`config.mk`:
```
export PLATFORM = sky130hd
export DESIGN_NAME = result_collector
export DESIGN_NICKNAME = d
export VERILOG_FILES = /design/src/rtl/tpu_pkg.sv /design/src/rtl/result_out_reg.sv /design/src/rtl/result_collector.sv
export SDC_FILE = /design/constraint.sdc
export NUM_CORES = 1
export LEC_CHECK = 0
export CORE_MARGIN = 8
export CORE_UTILIZATION = 45
export CTS_CLUSTER_SIZE = 24
export DETAILED_ROUTE_END_ITERATION = 10
export GPL_TIMING_DRIVEN = 0
export PLACE_DENSITY = 0.78
export SLEW_MARGIN = 20
export SYNTH_ARGS = -nofsm -noshare
export SYNTH_HDL_FRONTEND = slang
export SYNTH_SLANG_ARGS = --single-unit
```
`constraint.sdc`:
```
create_clock -name clk -period 4.2 [get_ports clk]
set_input_delay 0.63 -clock clk [delete_from_list [all_inputs] [get_ports clk]]
set_output_delay 0.63 -clock clk [all_outputs]
set_load 0.01 [all_outputs]
```
`src/rtl/tpu_pkg.sv`:
```
// rtl/tpu_pkg.sv - shared constants and types for the TPU result byte path
package tpu_pkg;

    localparam int RESULT_W        = 16;
    localparam int NUM_RESULTS     = 4;
    localparam int BYTES_PER_FRAME = 8;
    localparam int FRAME_W         = RESULT_W * NUM_RESULTS;
    localparam int IDX_W           = 3;

    // Byte position within a 16-bit word on the wire: high byte first.
    localparam int HI = 0;
    localparam int LO = 1;

    typedef enum logic {
        ST_COLLECT = 1'b0,
        ST_FULL    = 1'b1
    } stage_state_t;

    function automatic logic [RESULT_W-1:0] join_word(input logic [7:0] hi_byte,
                                                      input logic [7:0] lo_byte);
        return {hi_byte, lo_byte};
    endfunction

endpackage

```
`src/rtl/result_out_reg.sv`:
```
// rtl/result_out_reg.sv - output frame register with valid/ready and load-from-staging
module result_out_reg
    import tpu_pkg::*;
(
    input  logic               clk,
    input  logic               rst_n,
    input  logic               i_load,
    input  logic [FRAME_W-1:0] i_frame,
    input  logic               i_ready,
    output logic               o_valid,
    output logic [FRAME_W-1:0] o_frame
);

    logic               r_valid;
    logic [FRAME_W-1:0] r_frame;

    // A load in the same cycle as a take keeps valid high with the new frame.
    always_ff @(posedge clk or negedge rst_n) begin
        if (!rst_n) begin
            r_valid <= 1'b0;
            r_frame <= '0;
        end else if (i_load) begin
            r_valid <= 1'b1;
            r_frame <= i_frame;
        end else if (r_valid && i_ready) begin
            r_valid <= 1'b0;
        end
    end

    assign o_valid = r_valid;
    assign o_frame = r_frame;

endmodule

```
`src/rtl/result_collector.sv`:
```
// rtl/result_collector.sv - reassembles the 8-byte TPU result frame into four signed words
module result_collector
    import tpu_pkg::*;
#(
    parameter bit REQUIRE_SOF = 1'b1
) (
    input  logic                clk,
    input  logic                rst_n,
    input  logic                in_valid,
    output logic                in_ready,
    input  logic [7:0]          in_data,
    input  logic                in_sof,
    output logic                out_valid,
    input  logic                out_ready,
    output logic [RESULT_W-1:0] out_c00,
    output logic [RESULT_W-1:0] out_c01,
    output logic [RESULT_W-1:0] out_c10,
    output logic [RESULT_W-1:0] out_c11,
    output logic                frame_err,
    input  logic                err_clr
);

    logic [1:0]         r_rst_sync;
    logic               w_rst_n;

    stage_state_t       r_state;
    logic               r_in_ready;
    logic [IDX_W-1:0]   r_idx;
    logic [7:0]         r_stage [BYTES_PER_FRAME];
    logic               r_frame_err;

    logic               w_accept;
    logic               w_resync;
    logic               w_drop;
    logic               w_store;
    logic               w_last;
    logic               w_out_free;
    logic               w_load;
    logic               w_out_valid;
    logic [7:0]         w_bytes [BYTES_PER_FRAME];
    logic [FRAME_W-1:0] w_frame;
    logic [FRAME_W-1:0] w_out_frame;

    // Reset asserts asynchronously but releases two clocks later, in step with clk.
    always_ff @(posedge clk or negedge rst_n) begin
        if (!rst_n) begin
            r_rst_sync <= 2'b00;
        end else begin
            r_rst_sync <= {r_rst_sync[0], 1'b1};
        end
    end

    assign w_rst_n = r_rst_sync[1];

    assign w_accept   = in_valid && r_in_ready;
    assign w_resync   = w_accept && in_sof && (r_idx != '0);
    assign w_drop     = w_accept && REQUIRE_SOF && (r_idx == '0) && !in_sof;
    assign w_store    = w_accept && !w_resync && !w_drop;
    assign w_last     = w_store && (r_idx == IDX_W'(BYTES_PER_FRAME - 1));
    assign w_out_free = !w_out_valid || out_ready;
    assign w_load     = (r_state == ST_COLLECT) ? (w_last && w_out_free)
                                                : (w_out_valid && out_ready);

    // In COLLECT the final byte is still on in_data, so it bypasses staging.
    always_comb begin
        for (int i = 0; i < BYTES_PER_FRAME; i++) begin
            w_bytes[i] = r_stage[i];
        end
        if (r_state == ST_COLLECT) begin
            w_bytes[BYTES_PER_FRAME-1] = in_data;
        end
        w_frame = '0;
        for (int k = 0; k < NUM_RESULTS; k++) begin
            w_frame[k*RESULT_W +: RESULT_W] = join_word(w_bytes[2*k+HI], w_bytes[2*k+LO]);
        end
    end

    always_ff @(posedge clk or negedge w_rst_n) begin
        if (!w_rst_n) begin
            r_state     <= ST_COLLECT;
            r_in_ready  <= 1'b0;
            r_idx       <= '0;
            r_frame_err <= 1'b0;
            for (int i = 0; i < BYTES_PER_FRAME; i++) begin
                r_stage[i] <= '0;
            end
        end else begin
            if (w_resync || w_drop) begin
                r_frame_err <= 1'b1;
            end else if (err_clr) begin
                r_frame_err <= 1'b0;
            end

            if (r_state == ST_COLLECT) begin
                r_in_ready <= 1'b1;
                if (w_resync) begin
                    r_stage[0] <= in_data;
                    r_idx      <= IDX_W'(1);
                end else if (w_store) begin
                    r_stage[r_idx] <= in_data;
                    r_idx          <= r_idx + IDX_W'(1);
                    if (w_last && !w_out_free) begin
                        r_state    <= ST_FULL;
                        r_in_ready <= 1'b0;
                    end
                end
            end else begin
                if (w_out_valid && out_ready) begin
                    r_state    <= ST_COLLECT;
                    r_in_ready <= 1'b1;
                    r_idx      <= '0;
                end
            end
        end
    end

    result_out_reg u_out_reg (
        .clk     (clk),
        .rst_n   (w_rst_n),
        .i_load  (w_load),
        .i_frame (w_frame),
        .i_ready (out_ready),
        .o_valid (w_out_valid),
        .o_frame (w_out_frame)
    );

    assign in_ready  = r_in_ready;
    assign out_valid = w_out_valid;
    assign frame_err = r_frame_err;
    assign out_c00   = w_out_frame[0*RESULT_W +: RESULT_W];
    assign out_c01   = w_out_frame[1*RESULT_W +: RESULT_W];
    assign out_c10   = w_out_frame[2*RESULT_W +: RESULT_W];
    assign out_c11   = w_out_frame[3*RESULT_W +: RESULT_W];

endmodule

```
==> metrics.txt <==
Setup Crit Path Kind register to register; Setup crit start kind register; switching power between 0.001 and 0.0015 W; drt wl/cell 18.7 µm; CP Data Arrival Time between 3 and 4 ns; # nets final ~450; drt pass-1 iters 4; synth unique cells 39; Resized Gates After CTS 0; TritonCTS Buffers 17; Final min period a little under 3 ns; CTS tree done; largest net degree at the start of global routing a little over 60; Reg-to-Reg End u_out_reg.o_frame[15]; CP required 4.50 ns; via count just over 3000; Hold Fails Final Rpt 0; Layout area overhead 28.5%; fraction of layout cells with a size suffix above 1 about 40%; final wirelength roughly 11000 µm; vias in the first global route roughly 3300; top post-synthesis cells by area dfrtp_1 60%, mux2_4 16%, mux2_2 15%; power per cell area 673 nW/µm²; Synth Area in Simple Gates under 10%; Comb power frac between 20 and 30%; Clk pwr share ~28%; most used flip-flop cell after synthesis dfrtp_1; worst clock skew between 0.006 and 0.007 ns; row count 41; Post-Synth XOR/XNOR Area less than 1%; flops & latches, synth about 140; Post-Syn Area around 5700 µm²; Worst Hold Class register to async pin; core area roughly 12000 µm²; Synth Area in Adders less than 1%; # IOs 81; hold_buf cts 0; RD Place Congestion 0.756; Final period util approximately 70%; CTS HTree Levels 4; Crit path max-delay family compound AO/OA/AOI/OAI gates; Post-CTS Setup Repair Bufs 0; maximum vdd drop slightly above 0.3 mV; Sink Count approximately 140; PortBufs 80; Worst Max-Slew Pin Slew 1.05 ns; Int Pwr approximately 0.0036 W; Global Route Usage Sum 15.0%; DRC violations left 0; Synth warnings 0; CP Max Fanout 10; critical path's slowest cell o41ai_4; drt initial violations 141; Cells after DPL approximately 590; antenna violations before repair 0; Setup crit end kind register; setup violators final 0; Largest stage delay, worst path 0.97 ns; multiplexer share of the synthesized area a little under a third; r2r startpoint r_idx[0]; Clock Latency Late Sink approximately 0.41 ns; Max-Cap Viols 0; Root Buffer clkbuf_16; CP bufs+invs 2; Yosys top cell area share 60.4%; clk buf depth 2; Synth async-reset ratio 100%; Fmax around 340 MHz; initial core utilization 45.5%; Leakage Power about 3.3 nW; first-pass GRT wire length 18500 µm; chip width roughly 130 µm; setup tns final 0 ns; status finished clean; grt ovf 0; R2R depth 7; Yosys top cell by area dfrtp_1; ANT cells 0; largest family of logic cells by synthesized area multiplexers; Die Span Y 128 µm; crit-path cells inv_1 -> ha_1 -> nor2b_4 -> xor2_4 -> o41ai_4 -> buf_6 -> mux2_4; synthesized area per cell 17.0 µm²; number of synthesized flops with an enable pin 0; R2R Setup Slk between 1 and 1.5 ns; max_slew headroom between 20 and 30%; clock transition at the registers of the reported paths roughly 0.05 ns; Vias/cell around 5.0; Seq/Total Area, Yosys approximately 60%; Synth Area in Compound Gates under 10%; RSZ-0062 raised after global routing false; final std cells w/o fill between 600 and 700; Sw Share between 20% and 30%; die area between 15000 and 20000 µm²; fin. max-slew vios 0; syn_nets between 300 and 400; Mapped Cells between 300 and 400; DP HPWL roughly 7800 µm; Final ANT Viol Nets 0; sequential fraction of design power 42.9%
## layer usage
metal | wire length, µm | track usage [%]
met4 | 214 | 7.06
met3 | 572 | 5.74
met1 | 5290 | 18.3
met5 | 0 | 0
met2 | 5400 | 22.9
## cell usage after synthesis, drive strengths merged (2+ instances only)
| cell | instances |
|---|---|
| buf | 7 |
| nor3 | 3 |
| nor3b | 2 |
| clkbuf | 2 |
| nor2 | 5 |
| ha | 3 |
| o41ai | 2 |
| nand2 | 2 |
| nand3 | 4 |
| mux2 | 136 |
| dfrtp | 137 |
| inv | 6 |
## state kept, by name, summed over array words and instances, names as in the netlist
name               flops
r_state                1
u_out_reg.o_valid      1
u_out_reg.o_frame     64
r_idx                  3
frame_err              1
in_ready               1
r_stage               64
r_rst_sync             2
## final cells by class
class	instances	area (µm²)
repair buffers	82	856
fillers	990	5180
multi-input cells	181	2140
flip-flops and latches	137	3430
plain buffers	9	86.3
clock inverters	4	70.1
well taps	172	215
inverters	6	22.5
clock buffers	24	472
## kinds of logic after synthesis
group | after synthesis
compound gates | 13
flops | 137
fa+ha+maj | 3
buf+inv | 15
other cells | 1
mux | 136
simple gates | 26
xor+xnor | 2
## worst max-delay path by stage
stage | slack [ns] | from | depth (start not counted) | endpoint
5_1_grt | 1.09 | r_idx[0] | 7 | u_out_reg.o_frame[15]
4_1_cts | 1.24 | r_idx[0] | 7 | u_out_reg.o_frame[15]
6_report | 1.25 | r_idx[0] | 7 | u_out_reg.o_frame[15]
2_1_floorplan | 0.10 | r_rst_sync[1] | 0 | frame_err
3_5_place_dp | 0.97 | in_sof | 5 | u_out_reg.o_frame[15]
3_3_place_gp | -1.13 | r_rst_sync[1] | 0 | u_out_reg.o_frame[59]
## metrics by stage
stage	hold slack (ns)	total power [W]	worst slack, ns	instance area, µm²	utilization (%)
2_1_floorplan	0.331	0.00292	0.100	5670	-
4_1_cts	0.241	0.00497	1.24	7290	58.5
5_1_grt	0.257	0.00518	1.09	7290	58.5
3_5_place_dp	0.238	0.00356	0.967	6750	54.1
3_3_place_gp	0.338	0.00349	-1.13	6690	53.7
6_report	0.225	0.00491	1.25	7290	58.5
## power by group through the flow
stage          clock network, W  registers (W)  logic [W]
4_1_cts                 0.00142        0.00211    0.00144
2_1_floorplan                 0        0.00216   0.000768
3_5_place_dp                  0        0.00213    0.00143
6_report                0.00139        0.00211    0.00141
3_3_place_gp                  0        0.00212    0.00137
5_1_grt                 0.00148        0.00218    0.00152
## placed cells by master, fill, tap and decap left out, drive strengths merged, types with 2 or more instances in the layout
cell type,instances
clkinv,2
buf,9
inv,6
nand2,2
mux2,136
nor3b,2
bufinv,2
ha,3
o41ai,2
clkdlybuf4s50,80
nand3,4
nor3,3
nor2,5
dfrtp,137
clkbuf,26
(Power assumes the default switching activity.)
